**config.mk**
```make
export PLATFORM = sky130hd
export DESIGN_NAME = serial_add_ctrl_flat
export DESIGN_NICKNAME = d
export VERILOG_FILES = /design/src/rtl/serial_add_pkg.sv /design/src/rtl/serial_add_ctrl_if.sv /design/src/rtl/serial_add_ctrl_fa.sv /design/src/rtl/serial_add_ctrl.sv /design/src/flat_wrapper.sv
export SDC_FILE = /design/constraint.sdc
export NUM_CORES = 1
export LEC_CHECK = 0
export ABC_AREA = 1
export CAP_MARGIN = 20
export CORE_MARGIN = 5
export CORE_UTILIZATION = 49
export CTS_CLUSTER_SIZE = 14
export DETAILED_ROUTE_END_ITERATION = 8
export GPL_ROUTABILITY_DRIVEN = 0
export GPL_TIMING_DRIVEN = 1
export PLACE_DENSITY = 0.76
export SYNTH_ARGS = -nofsm -noshare
export SYNTH_HDL_FRONTEND = slang
export SYNTH_HIERARCHICAL = 1
export SYNTH_SLANG_ARGS = --single-unit
```
**constraint.sdc**
```tcl
create_clock -name clk -period 1.2 [get_ports clk]
set_input_delay 0.24 -clock clk [delete_from_list [all_inputs] [get_ports clk]]
set_output_delay 0.24 -clock clk [all_outputs]
set_load 0.02 [all_outputs]
```
**src/rtl/serial_add_pkg.sv**
```systemverilog
`default_nettype none
// ============================================================================
// Module      : serial_add_pkg
// Description : Shared state encoding and counter sizing for serial_add_ctrl.
// Revision    : 1.0 - initial release
// ============================================================================
package serial_add_pkg;

    typedef enum logic [1:0] {
        IDLE = 2'b00,
        RUN  = 2'b01,
        DONE = 2'b10
    } state_t;

    // Bit-position counter needs at least one bit even for a 1-bit adder.
    function automatic int cnt_width(input int w);
        return (w <= 1) ? 1 : $clog2(w);
    endfunction

endpackage
`default_nettype wire

```
**src/rtl/serial_add_ctrl_if.sv**
```systemverilog
`default_nettype none
// ============================================================================
// Module      : serial_add_ctrl_if
// Description : Start/busy/done request and result bundle for the serial adder.
// Revision    : 1.0 - initial release
// ============================================================================
interface serial_add_ctrl_if #(
    parameter int WIDTH = 4
);
    logic             start;
    logic [WIDTH-1:0] a;
    logic [WIDTH-1:0] b;
    logic             cin;
    logic             busy;
    logic             done;
    logic [WIDTH-1:0] sum;
    logic             cout;

    modport master (
        output start, a, b, cin,
        input  busy, done, sum, cout
    );

    modport slave (
        input  start, a, b, cin,
        output busy, done, sum, cout
    );
endinterface
`default_nettype wire

```
**src/rtl/serial_add_ctrl_fa.sv**
```systemverilog
`default_nettype none
// ============================================================================
// Module      : serial_add_ctrl_fa
// Description : 1-bit full adder used as the shared serial datapath.
// Revision    : 1.0 - initial release
// ============================================================================
module serial_add_ctrl_fa (
    input  wire logic a,
    input  wire logic b,
    input  wire logic cin,
    output logic      s,
    output logic      cout
);
    assign s    = a ^ b ^ cin;
    assign cout = (a & b) | (cin & (a ^ b));
endmodule
`default_nettype wire

```
**src/rtl/serial_add_ctrl.sv**
```systemverilog
`default_nettype none
// ============================================================================
// Module      : serial_add_ctrl
// Description : Bit-serial adder controller, LSB first, one FA over WIDTH cycles.
// Revision    : 1.0 - initial release
// ============================================================================
module serial_add_ctrl
    import serial_add_pkg::*;
#(
    parameter int WIDTH = 4
) (
    input  wire logic         clk,
    input  wire logic         rst,
    serial_add_ctrl_if.slave  bus
);
    localparam int               c_cnt_w    = cnt_width(WIDTH);
    localparam logic [c_cnt_w-1:0] c_last_cnt = c_cnt_w'(WIDTH - 1);

    state_t             r_state;
    state_t             w_state_next;
    logic [WIDTH-1:0]   r_a_sr;
    logic [WIDTH-1:0]   r_b_sr;
    logic               r_c;
    logic [c_cnt_w-1:0] r_cnt;
    logic [WIDTH-1:0]   r_sum;
    logic               r_cout;
    logic               w_s;
    logic               w_co;
    logic [WIDTH-1:0]   w_acc_next;
    logic               w_last;

    serial_add_ctrl_fa u_fa (
        .a    (r_a_sr[0]),
        .b    (r_b_sr[0]),
        .cin  (r_c),
        .s    (w_s),
        .cout (w_co)
    );

    assign w_last = (r_cnt == c_last_cnt);

    // Accumulator bit 0 is always shifted out, so only the upper bits are stored.
    generate
        if (WIDTH == 1) begin : g_narrow
            assign w_acc_next = w_s;
        end else begin : g_wide
            logic [WIDTH-2:0] r_acc;
            always_ff @(posedge clk) begin
                if (rst) begin
                    r_acc <= '0;
                end else if (r_state == RUN) begin
                    r_acc <= w_acc_next[WIDTH-1:1];
                end
            end
            assign w_acc_next = {w_s, r_acc};
        end
    endgenerate

    always_comb begin
        w_state_next = r_state;
        case (r_state)
            IDLE:    if (bus.start) w_state_next = RUN;
            RUN:     if (w_last)    w_state_next = DONE;
            DONE:    w_state_next = IDLE;
            default: w_state_next = IDLE;
        endcase
    end

    always_ff @(posedge clk) begin
        if (rst) begin
            r_state <= IDLE;
            r_a_sr  <= '0;
            r_b_sr  <= '0;
            r_c     <= 1'b0;
            r_cnt   <= '0;
            r_sum   <= '0;
            r_cout  <= 1'b0;
        end else begin
            r_state <= w_state_next;
            case (r_state)
                IDLE: begin
                    if (bus.start) begin
                        r_a_sr <= bus.a;
                        r_b_sr <= bus.b;
                        r_c    <= bus.cin;
                        r_cnt  <= '0;
                    end
                end
                RUN: begin
                    r_a_sr <= r_a_sr >> 1;
                    r_b_sr <= r_b_sr >> 1;
                    r_c    <= w_co;
                    r_cnt  <= r_cnt + 1'b1;
                    if (w_last) begin
                        r_sum  <= w_acc_next;
                        r_cout <= w_co;
                    end
                end
                default: ;
            endcase
        end
    end

    assign bus.busy = (r_state == RUN);
    assign bus.done = (r_state == DONE);
    assign bus.sum  = r_sum;
    assign bus.cout = r_cout;

endmodule
`default_nettype wire

```
**src/flat_wrapper.sv**
```systemverilog
// flat-port wrapper written by rule: the top's interface ports become plain ports
module serial_add_ctrl_flat import serial_add_pkg::*;
#(
    parameter int WIDTH = 4
)
  (clk, rst, bus_start, bus_a, bus_b, bus_cin, bus_busy, bus_done, bus_sum, bus_cout);
  serial_add_ctrl_if #(.WIDTH(WIDTH)) bus_i ();
  input  wire logic clk;
  input  wire logic rst;
  input wire logic [$bits(bus_i.start)-1:0] bus_start;
  input wire logic [$bits(bus_i.a)-1:0] bus_a;
  input wire logic [$bits(bus_i.b)-1:0] bus_b;
  input wire logic [$bits(bus_i.cin)-1:0] bus_cin;
  output wire logic [$bits(bus_i.busy)-1:0] bus_busy;
  output wire logic [$bits(bus_i.done)-1:0] bus_done;
  output wire logic [$bits(bus_i.sum)-1:0] bus_sum;
  output wire logic [$bits(bus_i.cout)-1:0] bus_cout;
  assign bus_i.start = bus_start;
  assign bus_i.a = bus_a;
  assign bus_i.b = bus_b;
  assign bus_i.cin = bus_cin;
  assign bus_busy = bus_i.busy;
  assign bus_done = bus_i.done;
  assign bus_sum = bus_i.sum;
  assign bus_cout = bus_i.cout;
  serial_add_ctrl #(.WIDTH(WIDTH)) u_core (.clk(clk), .rst(rst), .bus(bus_i));
endmodule
```
[After elaboration in Yosys (flattened, before gate mapping)]
Index checks and enable logic that the tools add are counted.
Cells by class
  $add $sub $neg: 1
  equality and inequality tests: 5
  reduce and logical (&&, ||, !) cells: 5
  bitwise gates (word level): 5
  multiplexer cells: 11
Operators by type and width (count)
  4-bit case mux with 2 select lines: 2
  4-bit 2-to-1 mux: 2
  2-bit case mux with 2 select lines: 2
  2-bit 2-to-1 mux: 3
  2-bit AND reduction: 3
  2-bit equality test, second input constant: 2
  2-bit by 1-bit adder with 2-bit output, second input constant: 1
  1-bit AND: 2
  2-bit by 1-bit equality test with 1-bit output, second input constant: 1
  2-bit zero test: 1
  2-bit by 1-bit != test with 1-bit output, second input constant: 1
  2-bit != test, second input constant: 1
  1-bit case mux with 2 select lines: 1
  2-bit nonzero test: 1
  1-bit bitwise XOR: 2
  1-bit 2-to-1 mux: 1
  1-bit OR: 1
Word-level totals
  bits of input ports: 12
  output and inout port bits: 7
  flip-flop bits (word level): 21
  logic and storage cells: 35

[Logic depth before layout (Yosys ltp)]
  depth after elaboration: 4
  mapped depth: 6
  gate-level depth less buffers: 6

[Cells and area by module]
Netlist, hierarchy kept.
Modules (own cells, without submodules)
  serial_add_ctrl: instances 1, area each 932.1 µm², cells an instance 138, seq. area each 420.4 µm²
  serial_add_ctrl_fa: instances 1, area each 20.0 µm², cells an instance 1, seq. area each 0.0 µm²

[Worst setup path before layout]
No wires, ideal clock.
  path type: register to register
  from: reg u_core.r_a_sr[0]
  to: reg u_core.g_wide.r_acc[2]
  period minus slack after synthesis: 1098 ps
  data required time: 1084 ps
  library setup time: 116 ps
  arrival time: 983 ps
  path buffers: 0
  stages on the path, launching flop included: 4
  setup slack: 102 ps
  path through: dfxtp_1 -> fa_1 -> o21ai_0 -> nor2_1
Between the ends
  cells in the longest elaborated chain, start to end: 2
RTL lines
  start: declaration: RTL line serial_add_ctrl.sv:21  | logic [WIDTH-1:0] r_a_sr;
  start signal: assignment: RTL line serial_add_ctrl.sv:83  | r_a_sr <= bus.a;
  start signal: assignment: RTL line serial_add_ctrl.sv:90  | r_a_sr <= r_a_sr >> 1;
  1-bit bitwise XOR (2 in series): RTL line serial_add_ctrl_fa.sv:14  | assign s = a ^ b ^ cin;
  named net u_core.w_s: RTL line serial_add_ctrl.sv:27  | logic w_s;
  end signal: assignment: RTL line serial_add_ctrl.sv:52  | r_acc <= w_acc_next[WIDTH-1:1];
  end: declaration: RTL line serial_add_ctrl.sv:47  | logic [WIDTH-2:0] r_acc;
The timed path passes the listed nets, and every way through them passes these cells.
A chain may end at the register's enable or synchronous reset.

[Final worst setup path]
  from: reg u_core.r_state[0]
  to: out bus_busy
Between the ends
  cells in the longest elaborated chain, start to end: 1
RTL lines
  start: declaration: RTL line serial_add_ctrl.sv:19  | state_t r_state;
  start signal: assignment: RTL line serial_add_ctrl.sv:79  | r_state <= w_state_next;
  2-bit by 1-bit equality test with 1-bit output: RTL line serial_add_ctrl.sv:104  | assign bus.busy = (r_state == RUN);
  end: declaration: RTL line flat_wrapper.sv:14  | output wire logic [$bits(bus_i.busy)-1:0] bus_busy;
No other way between the ends.

==> flow_summary.ini <==
[synth]
synth.avg_cell_area_sq_um = 6.85
synth_top_cells_by_area = dfxtp_1, nand2_1, nor2_1
synth_area_leader_cell = dfxtp_1
syn_inst = 139
most_common_flop_cell_mapped_by_yosys = dfxtp_1
share_of_synthesized_area_occupied_by_flip_flops_and_latches_pct = 44.2
ys_warn_count = 6
synth_async_sr_flop_share_pct = 0
synth_edf_count = 0
area_share_of_the_leading_cell_type_in_the_synthesized_netlist_pct = 44.2
yosys_reg_bits = 21
syn-cell-area_sq_um = 952
yosysMostFrequentCell = nand2_1
post_synth_num_cell_types = 17
syn-num-nets = 153
synthTopCellsByCount = nand2_1, nor2_1, dfxtp_1

[route]
post_drt_via_cell_ratio = 4.37
post_dr_wirelength_cell_um = 9.73
drc = 0
first_iter_violations = 11
ant_nets = 0
detail_route.first_pass.iterations = 4
dr_total_vias = 865
postRouteWirelength_mm = 1.93

[clocking]
clock_latency_ns = 0.30
cts.sinks = 21
post_cts_hold_buffer_count = 0
tritoncts.num_buffers = 3
cts_tree = done
cts_buffer_depth = 2
cts.htree.levels = 1
clkTransAtPathRegs_ns = 0.12
clockRootBuffer = clkbuf_4

[worst_setup_path]
worstPathMaxFanout = 3
criticalPathCategory = reg2out
cp_data_arrival_time_ns = 0.94
timing.critical_path.from = u_core/r_state[0]
timing.critical_path.required_ns = 0.96
regToRegStartpoint = u_core/r_state[0]
setup.worst_path.end_class = output pin
cp-start-kind = register

[global_routing]
use_met1_pct = 16.0
maximum_number_of_pins_on_one_net_before_global_route_repair = 12
top_usage_layer = met2
grt_use_met3_pct = 2.49
number_of_antenna_violations_at_the_first_check_in_global_routing = 0
vias_in_the_first_global_route = 863
grtUsageMet2_pct = 29.2
grt_first_pass_wirelength_mm = 3.23
globalRouteOverflowTotal = 0
grt_util_all_layers_pct = 15.0

[run_status]
outcome = complete, no violations

[timing]
worst_slew_margin_rel_pct = 89.2
min_period_over_period_pct = 98.7
timing.final.max_slew_violations = 0
worstMarginPinSlew_ns = 0.161
final_hold_viol_count = 0
fmax_ghz = 0.844
timing.final.setup_violations = 0
layout_min_cycle_time_ns = 1.18
finClkSkew_ns = 0.00742
fin_hold_ws_ns = 0.459
setup_tns_ns = 0
unrepaired_setup_endpoints_after_global_routing = yes

[finish]
post_route_cells_drive_above_1_share_pct = 19.9
synthToLayoutAreaGrowth_pct = 37.6
nNetsFinal = 186
final_cell_area_sq_um = 1310
antenna_cells = 0
layout.core_utilization_pct = 68.9

[floorplan]
coreArea_sq_um = 1900
die-height_um = 54.1
die_w_um = 54.1
io_pins = 19
fp.dieArea_sq_um = 2920
start_util_pct = 50.1
rows = 16

[power_and_ir_drop]
ir_worst_vdd_v = 0.000526
leakage_nw = 0.651
total_power_w = 0.00139
power_density_nw_per_um2 = 1060

[placement]
post_dp_cell_area_sq_um = 1250
portBuffers = 18
dp_hpwl_mm = 1.49

[job]
max_cap_viol_count = 0

[min_path]
hold_path_class = reg2reg
timing.hold.worst.start = u_core/g_wide.r_acc[1]
[layer usage]
layer,up-vias,wire (um)
li1,483,-
met1,365,873
met2,17,971
met3,0,81
met4,0,0
met5,-,0
[logic make-up after synthesis]
group / synth area share [%]
simple gates: 39.4
flops: 44.2
buf+inv: 8.01
compound gates: 4.99
fa+ha+maj: 3.42
[power breakdown]
group	total, W	switching [W]	internal [W]	leakage, nW
clock	0.000335	0.000206	0.000129	0.0150
sequential	0.000764	0.0000266	0.000737	0.174
combinational	0.000288	0.000146	0.000142	0.462
[metrics by stage]
| step | std cells | setup WS, ns |
|---|---|---|
| after floorplan | 139 | 0.102 |
| after global placement | 193 | -0.163 |
| after detailed placement | 193 | -0.218 |
| after CTS | 197 | -0.0194 |
| after global routing | 198 | -0.0540 |
| final | 198 | 0.0151 |
[cell usage in the layout (no fill, tap or decap), drive strengths merged]
cell,instances
nand2,46
nor2,37
dfxtp,21
inv,15
buf,15
clkdlybuf4s50,11
clkbuf,8
nand3,6
o21ai,5
a21oi,3
clkdlybuf4s15,1
o21a,1
ha,1
fa,1
[path summary, 6_finish.rpt]
check / to / slack (ns) / cells past startpoint
setup / recovery: bus_busy / 0.02 / 3
hold / removal: u_core/bus.sum[1] / 0.46 / 2
setup reg to reg: u_core/r_a_sr[0] / 0.05 / 6
hold reg to reg: u_core/bus.sum[1] / 0.46 / 2
[critical path, cell delays in order (launching register included)]
cell and delay, ns:
dfxtp_4 0.40, inv_4 0.04, nor2_4 0.09, buf_6 0.12
[flip-flops by register name, indices dropped and copies added (netlist names)]
signal,flops
u_core/bus.sum,4
u_core/r_a_sr,4
u_core/r_b_sr,4
u_core/r_c,1
u_core/r_cnt,2
u_core/bus.cout,1
u_core/r_state,2
u_core/g_wide.r_acc,3
[repair_timing]
| action | 4_1_cts | 5_1_grt |
|---|---|---|
| gates resized for setup | 28 | 17 |
| cloned | 0 | 1 |
| setup endpoints to repair | 12 | 15 |
| buffers inserted | 0 | 0 |
| pin swaps | 1 | 2 |
[cell type report]
type                            count  area (sq um)
Multi-Input combinational cell    100           482
Tap cell                           27          33.8
Inverter                           15          61.3
Timing Repair Buffer               31           279
Clock buffer                        4          26.3
Sequential cell                    21           428
Fill cell                         163           592
Note: power is estimated with default switching activity, not from simulation.
